<file path="src/rtl/mem_arbiter.sv">
// rtl/mem_arbiter.sv - shares one main-memory port between I-cache reads and D-cache reads/writebacks
module mem_arbiter #(
  parameter int WORD_SIZE = 32,
  parameter int LINE_SIZE = 128
) (
  input  logic                 clk,
  input  logic                 rst,
  input  logic                 i_read,
  input  logic [WORD_SIZE-1:0] i_addr,
  output logic                 i_res,
  output logic [LINE_SIZE-1:0] i_res_data,
  output logic [WORD_SIZE-1:0] i_res_addr,
  input  logic                 d_read,
  input  logic [WORD_SIZE-1:0] d_addr,
  input  logic                 d_wenable,
  input  logic [WORD_SIZE-1:0] d_w_addr,
  input  logic [LINE_SIZE-1:0] d_w_data,
  output logic                 d_res,
  output logic [LINE_SIZE-1:0] d_res_data,
  output logic [WORD_SIZE-1:0] d_res_addr,
  output logic                 mem_req,
  output logic                 mem_we,
  output logic [WORD_SIZE-1:0] mem_addr,
  output logic [LINE_SIZE-1:0] mem_wdata,
  input  logic                 mem_ack,
  input  logic [LINE_SIZE-1:0] mem_rdata
);

  localparam logic STATE_IDLE = 1'b0;
  localparam logic STATE_BUSY = 1'b1;

  localparam logic [1:0] SRC_I  = 2'd0;
  localparam logic [1:0] SRC_DR = 2'd1;
  localparam logic [1:0] SRC_DW = 2'd2;

  logic                 state;
  logic [1:0]           src;
  logic                 last_grant;

  logic                 i_pend;
  logic [WORD_SIZE-1:0] i_slot_addr;
  logic                 dr_pend;
  logic [WORD_SIZE-1:0] dr_slot_addr;
  logic                 dw_pend;
  logic [WORD_SIZE-1:0] dw_slot_addr;
  logic [LINE_SIZE-1:0] dw_slot_data;

  logic busy;
  logic i_hold, dr_hold, dw_hold;
  logic i_take, dr_take, dw_take;
  logic i_want, dr_want, dw_want, d_want;
  logic pick_d, grant_any, grant_i, grant_dr, grant_dw;
  logic [WORD_SIZE-1:0] i_cur_addr, dr_cur_addr, dw_cur_addr;
  logic [LINE_SIZE-1:0] dw_cur_data;

  assign busy = (state == STATE_BUSY);

  // A slot counts as occupied while its own transaction is in flight, until the ack cycle.
  assign i_hold  = i_pend  | (busy & (src == SRC_I)  & ~mem_ack);
  assign dr_hold = dr_pend | (busy & (src == SRC_DR) & ~mem_ack);
  assign dw_hold = dw_pend | (busy & (src == SRC_DW) & ~mem_ack);

  assign i_take  = i_read    & ~i_hold;
  assign dr_take = d_read    & ~dr_hold;
  assign dw_take = d_wenable & ~dw_hold;

  assign i_want  = i_pend  | i_take;
  assign dr_want = dr_pend | dr_take;
  assign dw_want = dw_pend | dw_take;
  assign d_want  = dr_want | dw_want;

  assign i_cur_addr  = i_pend  ? i_slot_addr  : i_addr;
  assign dr_cur_addr = dr_pend ? dr_slot_addr : d_addr;
  assign dw_cur_addr = dw_pend ? dw_slot_addr : d_w_addr;
  assign dw_cur_data = dw_pend ? dw_slot_data : d_w_data;

  // last_grant = 0 means I went last, so D takes a contested round.
  assign pick_d    = d_want & (~i_want | ~last_grant);
  assign grant_any = ~busy & (i_want | d_want);
  assign grant_i   = grant_any & ~pick_d;
  assign grant_dw  = grant_any & pick_d & dw_want;
  assign grant_dr  = grant_any & pick_d & ~dw_want;

  always_ff @(posedge clk or posedge rst) begin
    if (rst) begin
      state        <= STATE_IDLE;
      src          <= SRC_I;
      last_grant   <= 1'b0;
      i_pend       <= 1'b0;
      i_slot_addr  <= '0;
      dr_pend      <= 1'b0;
      dr_slot_addr <= '0;
      dw_pend      <= 1'b0;
      dw_slot_addr <= '0;
      dw_slot_data <= '0;
      mem_req      <= 1'b0;
      mem_we       <= 1'b0;
      mem_addr     <= '0;
      mem_wdata    <= '0;
      i_res        <= 1'b0;
      i_res_data   <= '0;
      i_res_addr   <= '0;
      d_res        <= 1'b0;
      d_res_data   <= '0;
      d_res_addr   <= '0;
    end else begin
      mem_req <= 1'b0;
      i_res   <= 1'b0;
      d_res   <= 1'b0;

      if (i_take) i_slot_addr <= i_addr;
      if (dr_take) dr_slot_addr <= d_addr;
      if (dw_take) begin
        dw_slot_addr <= d_w_addr;
        dw_slot_data <= d_w_data;
      end
      i_pend  <= i_want  & ~grant_i;
      dr_pend <= dr_want & ~grant_dr;
      dw_pend <= dw_want & ~grant_dw;

      if (grant_any) begin
        state      <= STATE_BUSY;
        mem_req    <= 1'b1;
        last_grant <= pick_d;
        if (grant_dw) begin
          src       <= SRC_DW;
          mem_we    <= 1'b1;
          mem_addr  <= dw_cur_addr;
          mem_wdata <= dw_cur_data;
        end else if (grant_dr) begin
          src       <= SRC_DR;
          mem_we    <= 1'b0;
          mem_addr  <= dr_cur_addr;
          mem_wdata <= '0;
        end else begin
          src       <= SRC_I;
          mem_we    <= 1'b0;
          mem_addr  <= i_cur_addr;
          mem_wdata <= '0;
        end
      end else if (busy && mem_ack) begin
        state <= STATE_IDLE;
        if (src == SRC_I) begin
          i_res      <= 1'b1;
          i_res_data <= mem_rdata;
          i_res_addr <= mem_addr;
        end else if (src == SRC_DR) begin
          d_res      <= 1'b1;
          d_res_data <= mem_rdata;
          d_res_addr <= mem_addr;
        end
      end
    end
  end

endmodule

</file>
<file path="config.mk">
export PLATFORM = sky130hd
export DESIGN_NAME = mem_arbiter
export DESIGN_NICKNAME = d
export VERILOG_FILES = /design/src/rtl/mem_arbiter.sv
export SDC_FILE = /design/constraint.sdc
export NUM_CORES = 1
export LEC_CHECK = 0
export BUFFER_PORTS_ARGS = -buffer_cell sky130_fd_sc_hd__buf_4
export CORE_AREA = 3 3 329 331
export DETAILED_ROUTE_END_ITERATION = 12
export DIE_AREA = 0 0 332 334
export GPL_TIMING_DRIVEN = 0
export PLACE_DENSITY_LB_ADDON = 0.15
export SYNTH_ARGS = -nofsm -noshare
export SYNTH_HDL_FRONTEND = slang
export SYNTH_SLANG_ARGS = --single-unit
</file>
<file path="constraint.sdc">
create_clock -name clk -period 56.6 [get_ports clk]
set_input_delay 2.83 -clock clk [delete_from_list [all_inputs] [get_ports clk]]
set_output_delay 2.83 -clock clk [all_outputs]
set_load 0.02 [all_outputs]
</file>
==> After elaboration in Yosys (flattened, before gate mapping) <==
Index checks and enable logic that the tools add are counted.
{ "word_totals": {"in_bits": 358, "ff_bits": 715, "elab_cells": 88} }
{ "op_classes": {"mux": 20, "reduce_logical": 5, "bitwise": 41, "eq_ne": 2} }
{ "ops": {"columns": ["operator", "count"], "rows": [
  ["two-way mux 128 bit", 2],
  ["two-way mux 32 bit", 5],
  ["bitwise AND 1 bit", 18],
  ["NOT 1 bit", 14],
  ["two-way mux 1 bit", 12],
  ["bitwise OR 1 bit", 9],
  ["AND reduction 4 bit", 1],
  ["AND reduction 3 bit", 1],
  ["== test 2 x 1 -> 1 bit (second input constant)", 1],
  ["== test 2 bit (second input constant)", 1],
  ["logical NOT 2 bit", 1],
  ["two-way mux 2 bit", 1],
  ["nonzero test 2 bit", 1],
  ["logical AND 1 bit", 1]
]} }

==> Depth between registers and ports, before layout <==
{ "logic_depth": {"depth_word": 14, "mapped_depth": 8} }

==> Worst setup path before layout <==
OpenSTA, ideal clock, no wires.
{ "synth_path": {"path_kind": "input to register", "start": "input mem_ack", "end": "register mem_addr[0]", "path_stages": 8, "arrival_ns": 4.275, "setup_slack_ns": 52.230, "cell_sequence": "nand4bb_1 -> a21o_1 -> buf_2 -> o41ai_4 -> buf_2 -> buf_2 -> nand2_1 -> o31ai_1"} }
{ "synth_between": {"elab_chain_len": 13, "elab_cells_between_ends": 28, "classes_between": "mux (2); bitwise (26)"} }
{ "synth_lines": {"columns": ["element", "line_no", "text"], "rows": [
  ["from (decl)", "25", "input logic mem_ack,"],
  ["NOT 1 bit *", "59, 60, 61", null],
  ["bitwise AND 1 bit (on tied branches)", "60, 59, 61", null],
  ["bitwise OR 1 bit (on tied branches)", "60, 59, 61", null],
  ["NOT 1 bit (on tied branches)", "64, 63, 65", null],
  ["bitwise AND 1 bit (on tied branches)", "64, 63, 65", null],
  ["bitwise OR 1 bit (on tied branches)", "68, 67, 69", null],
  ["bitwise OR 1 bit or NOT 1 bit (tied branches)", "70, 78", null],
  ["bitwise OR 1 bit (on tied branches)", "79, 78", null],
  ["bitwise AND 1 bit (on tied branches)", "79, 78", null],
  ["bitwise AND 1 bit", "81, 82", null],
  ["bitwise AND 1 bit", "82", "assign grant_dr = grant_any & pick_d & ~dw_want;"],
  ["two-way mux 32 bit", "130", "end else if (grant_dr) begin"],
  ["two-way mux 32 bit", "125", "if (grant_dw) begin"],
  ["to (signal assigned)", "128", "mem_addr <= dw_cur_addr;"],
  ["to (signal assigned)", "133", "mem_addr <= dr_cur_addr;"],
  ["to (signal assigned)", "138", "mem_addr <= i_cur_addr;"],
  ["to (decl)", "23", "output logic [WORD_SIZE-1:0] mem_addr,"]
]} }
Every way passes the cells marked *; elsewhere a longest branch is shown, timed or not.
A chain may end at the register's enable or synchronous reset.

==> Worst setup path in the final report <==
{ "layout_path": {"start": "input mem_ack", "end": "register d_res_data[0]"} }
{ "layout_between": {"elab_chain_len": 11, "elab_cells_between_ends": 22, "classes_between": "bitwise (20); reduce/logical (2)"} }
{ "layout_lines": {"columns": ["element", "line_no", "text"], "rows": [
  ["NOT 1 bit", "59, 60, 61", null],
  ["bitwise AND 1 bit (on tied branches)", "60, 61", null],
  ["bitwise OR 1 bit (on tied branches)", "60, 61", null],
  ["NOT 1 bit (on tied branches)", "64, 65", null],
  ["bitwise AND 1 bit (on tied branches)", "64, 65", null],
  ["bitwise OR 1 bit (on tied branches)", "68, 69", null],
  ["bitwise OR 1 bit", "70", "assign d_want = dr_want | dw_want;"],
  ["bitwise OR 1 bit", "79", "assign grant_any = ~busy & (i_want | d_want);"],
  ["bitwise AND 1 bit", "79", null],
  ["NOT 1 bit (no line)", null, null],
  ["AND reduction 4 bit (no line) *", null, null],
  ["to (signal assigned)", "149", "d_res_data <= mem_rdata;"],
  ["to (decl)", "19", "output logic [LINE_SIZE-1:0] d_res_data,"]
]} }
Marks and branches as above.

==> flow_summary.rst <==
.. list-table::
   :header-rows: 1

   * - Metric
     - Value
   * - Result of the run
     - complete, no violations
   * - Setup repair after global routing missed its margin
     - false
   * - Vert. Die Dim
     - 334 um
   * - Pwr Total
     - 2.541 mW
   * - Worst Path Max Fanout
     - 10
   * - Crit path capture type
     - flop
   * - Post-route setup TNS
     - 0 ns
   * - Initial standard-cell utilization of the core
     - 27.55%
   * - Most common flop cell mapped by yosys
     - sky130_fd_sc_hd__dfrtp_1
   * - Area of the die
     - 110,900 sq um
   * - Tightest Pin Transition
     - 1.072 ns
   * - Classification of the worst setup path
     - in2reg
   * - H-Tree Level Count
     - 3
   * - Largest net degree at the start of global routing
     - 114
   * - Clock skew after layout
     - 0.02099 ns
   * - Via total after detailed routing
     - 22,125
   * - Final weighted congestion in routability-driven placement
     - 0.8248
   * - FMAX
     - 191.5 MHz
   * - Cell Pwr Density
     - 63.15 nW/um^2
   * - Cts bufs inserted
     - 84
   * - Number of warning messages in the yosys log
     - 0
   * - First-pass GRT wire length
     - 165,200 um
   * - Fraction of layout instances using a drive strength above 1
     - 42.38%
   * - Resize count post-CTS
     - 0
   * - Proportion of synthesized area in mux cells
     - 19.65%
   * - Portion of synthesized cell area occupied by the leading cell type
     - 61.53%
   * - Relative area change from synthesis to final layout
     - 38.55%
   * - Dominant combinational cell family by area after synthesis
     - multiplexers
   * - Clock tree from TritonCTS
     - done
   * - Max Buffers Root-to-Sink
     - 3
   * - Number of endpoints failing setup at the final stage
     - 0
   * - Placeable core area
     - 105,400 sq um
   * - Number of enable-type register cells in the synthesized netlist
     - 0
   * - Post-Synth Adder-Cell Area
     - 0%
   * - Antenna Violating Nets Remaining
     - 0
   * - Vias in the first global route
     - 23,209
   * - Netlist area before placement
     - 29,040 sq um
   * - Final net count
     - 3,710
   * - Final Max Tran Viols
     - 0
   * - # rows
     - 119
   * - Number of antenna violations at the first check in global routing
     - 40
   * - Number of max-cap violations
     - 0
   * - Ratio of final minimum period to clock period
     - 9.228%
   * - Iteration-0 DRC count of the detailed router
     - 1,141
   * - Async set-or-reset flop fraction in the synthesized netlist
     - 100.0%
   * - Crit path required time
     - 57.18 ns
   * - HPWL after detailed placement
     - 86,590 um
   * - Average instance area after synthesis
     - 12.01 sq um
   * - Clock root cell
     - sky130_fd_sc_hd__clkbuf_16
   * - Worst hold path type
     - reg2reg
   * - FF+latch area
     - 17,870 sq um
   * - Fin crit period
     - 5.223 ns
   * - Count of different cell masters after synthesis
     - 33
   * - Insertion delay to the later sink of the worst-skew pair
     - 0.65 ns
   * - Post-layout utilization of the core
     - 38.16%
   * - Simple-Gate Fraction of Synth Area
     - 8.669%
   * - Post-synthesis share of cell area spent on xor and xnor gates
     - 0%
   * - Static leakage power
     - 19.21 nW
   * - Clock slew at reported path FFs
     - 0.06 ns
   * - Clock Sinks
     - 714
   * - Global router's overall resource usage
     - 20.04%
   * - Share of the synthesized area in compound gates (AO/OA/AOI/OAI)
     - 7.765%
   * - Count of TritonRoute iterations in the first routing pass
     - 4
   * - Critical Path Source Type
     - input pin
   * - # Post-CTS Setup Buffers
     - 0
   * - Synth Net Count
     - 2,776
   * - Register area share after synthesis
     - 61.53%
   * - Final Routed Wirelength
     - 113,400 um
   * - Worst voltage drop across the vdd grid
     - 29.76 uV
   * - Top-Level Pins
     - 842
   * - DRC Markers
     - 0
   * - Quantity of hold-fixing buffers added after cts
     - 0
   * - Flip-flop and latch count after synthesis
     - 714
   * - Routed wire length per instance
     - 23.47 um
   * - Footprint of the multi-input gates
     - 10,480 sq um
   * - Cell taking the most area after synthesis
     - sky130_fd_sc_hd__dfrtp_1
   * - FILL cells
     - 10,659
   * - Total gr overflow
     - 0
   * - Cells after synthesis
     - 2,418
   * - Count of port buffers added during placement
     - 841
   * - Synth area leaders
     - sky130_fd_sc_hd__dfrtp_1 (62%), sky130_fd_sc_hd__mux2_2 (16%), sky130_fd_sc_hd__nand2_1 (8.3%)
   * - Worst path arrival time
     - 5.80 ns
   * - Die width
     - 332 um
   * - DR vias/cell
     - 4.579
   * - Headroom to the max-slew limit
     - 28.15%
   * - Number of failing hold endpoints at the final stage
     - 0
-- flip-flops by register name, summed over array words and instances (netlist names) --
signal and count:
busy 1, d_res 1, d_res_addr 32, d_res_data 128
dr_pend 1, dr_slot_addr 32, dw_pend 1, dw_slot_addr 32
dw_slot_data 128, i_pend 1, i_res 1, i_res_addr 32
i_res_data 128, i_slot_addr 32, last_grant 1, mem_addr 32
mem_req 1, mem_wdata 128, mem_we 1, src 1
-- power breakdown --
| group | switching (mW) | leakage (nW) | internal, mW |
|---|---|---|---|
| Sequential | 0.139 | 8.77 | 0.747 |
| Clock | 0.226 | 1.42 | 0.342 |
| Combinational | 0.616 | 9.03 | 0.470 |
-- path summary, 6_finish.rpt --
check,start,end,slack (ns),depth (start not counted)
max,mem_ack,d_res_data[0],51.38,7
min,d_res_data[13],d_res_data[13],0.47,2
max reg2reg,busy,d_res_data[0],52.97,7
min reg2reg,d_res_data[13],d_res_data[13],0.47,2
max in group asynchronous,rst,i_res_addr[18],52.14,6
min in group asynchronous,rst,mem_wdata[76],2.21,2
-- placed cells by master, fill, tap and decap left out, types with 2 or more instances in the layout --
cell	synthesis	layout
sky130_fd_sc_hd__buf_16	0	7
sky130_fd_sc_hd__o2bb2ai_1	32	32
sky130_fd_sc_hd__bufinv_16	0	7
sky130_fd_sc_hd__nor2_1	5	5
sky130_fd_sc_hd__mux2i_1	102	102
sky130_fd_sc_hd__nand4bb_1	2	2
sky130_fd_sc_hd__buf_4	0	841
sky130_fd_sc_hd__inv_1	4	3
sky130_fd_sc_hd__o21ai_0	188	188
sky130_fd_sc_hd__clkinv_2	0	10
sky130_fd_sc_hd__nor2b_1	2	2
sky130_fd_sc_hd__buf_2	47	47
sky130_fd_sc_hd__o31ai_1	32	32
sky130_fd_sc_hd__clkbuf_16	0	86
sky130_fd_sc_hd__clkbuf_8	0	24
sky130_fd_sc_hd__buf_1	11	11
sky130_fd_sc_hd__inv_6	0	4
sky130_fd_sc_hd__o21ai_1	6	6
sky130_fd_sc_hd__a22oi_1	58	58
sky130_fd_sc_hd__diode_2	0	22
sky130_fd_sc_hd__nand2_1	645	645
sky130_fd_sc_hd__clkbuf_1	106	124
sky130_fd_sc_hd__clkinvlp_4	0	3
sky130_fd_sc_hd__a211oi_1	32	32
sky130_fd_sc_hd__dfrtp_1	714	714
sky130_fd_sc_hd__a21o_1	2	2
sky130_fd_sc_hd__mux2_2	415	415
-- layer usage --
layer / routed length [um] / GRT usage (%) / vias up
li1: - / - / 10224
met1: 44510 / 22.98 / 11076
met2: 55870 / 34.28 / 667
met3: 10390 / 8.165 / 140
met4: 2490 / 6.039 / 18
met5: 136 / 0 / -
-- cells in the mapped netlist, types with 2 or more instances --
cell and n:
sky130_fd_sc_hd__nor2_1 5, sky130_fd_sc_hd__nand4bb_1 2, sky130_fd_sc_hd__inv_1 4, sky130_fd_sc_hd__a21o_1 2
sky130_fd_sc_hd__o31ai_1 32, sky130_fd_sc_hd__nand2_1 645, sky130_fd_sc_hd__a211oi_1 32, sky130_fd_sc_hd__mux2i_1 102
sky130_fd_sc_hd__clkbuf_1 106, sky130_fd_sc_hd__o21ai_1 6, sky130_fd_sc_hd__buf_2 47, sky130_fd_sc_hd__mux2_2 415
sky130_fd_sc_hd__buf_1 11, sky130_fd_sc_hd__o2bb2ai_1 32, sky130_fd_sc_hd__nor2b_1 2, sky130_fd_sc_hd__dfrtp_1 714
sky130_fd_sc_hd__o21ai_0 188, sky130_fd_sc_hd__a22oi_1 58
-- logic make-up (layout without fill, tap and decap cells) --
| family | count (synthesis) | count (layout) |
|---|---|---|
| flops | 714 | 714 |
| simple gates | 660 | 660 |
| mux | 518 | 518 |
| compound gates | 357 | 357 |
| buf+inv | 169 | 1170 |
| other cells | 0 | 22 |
-- through the flow --
stage / area (sq um) / std cells / hold WS (ns) / worst slack, ns
2_1_floorplan: 29040 / 2418 / 0.4579 / 33.74
3_5_place_dp: 37290 / 4657 / 0.4638 / 50.52
6_report: 40230 / 4832 / 0.4717 / 51.38
4_1_cts: 40180 / 4810 / 0.4783 / 51.23
3_3_place_gp: 37090 / 4650 / 0.4593 / 23.16
5_1_grt: 40200 / 4819 / 0.4902 / 51.18
-- layout make-up --
| cell class | count | share of cell area (%) |
|---|---|---|
| Antenna cell | 22 | 0.1368 |
| Buffer | 164 | 1.676 |
| Clock buffer | 128 | 6.338 |
| Clock inverter | 25 | 0.8304 |
| Inverter | 5 | 0.06531 |
| Multi-Input combinational cell | 1535 | 26.04 |
| Sequential cell | 714 | 44.41 |
| Tap cell | 1391 | 4.326 |
| Timing Repair Buffer | 848 | 16.17 |
-- critical path, stage by stage --
cell and delay, ns:
sky130_fd_sc_hd__buf_4 0.12, sky130_fd_sc_hd__nand4_1 0.76, sky130_fd_sc_hd__inv_2 0.64, sky130_fd_sc_hd__clkbuf_1 0.61
sky130_fd_sc_hd__clkbuf_1 0.57, sky130_fd_sc_hd__nand2_1 0.15, sky130_fd_sc_hd__nand2_1 0.08
Power figures use the tool's default switching activity.
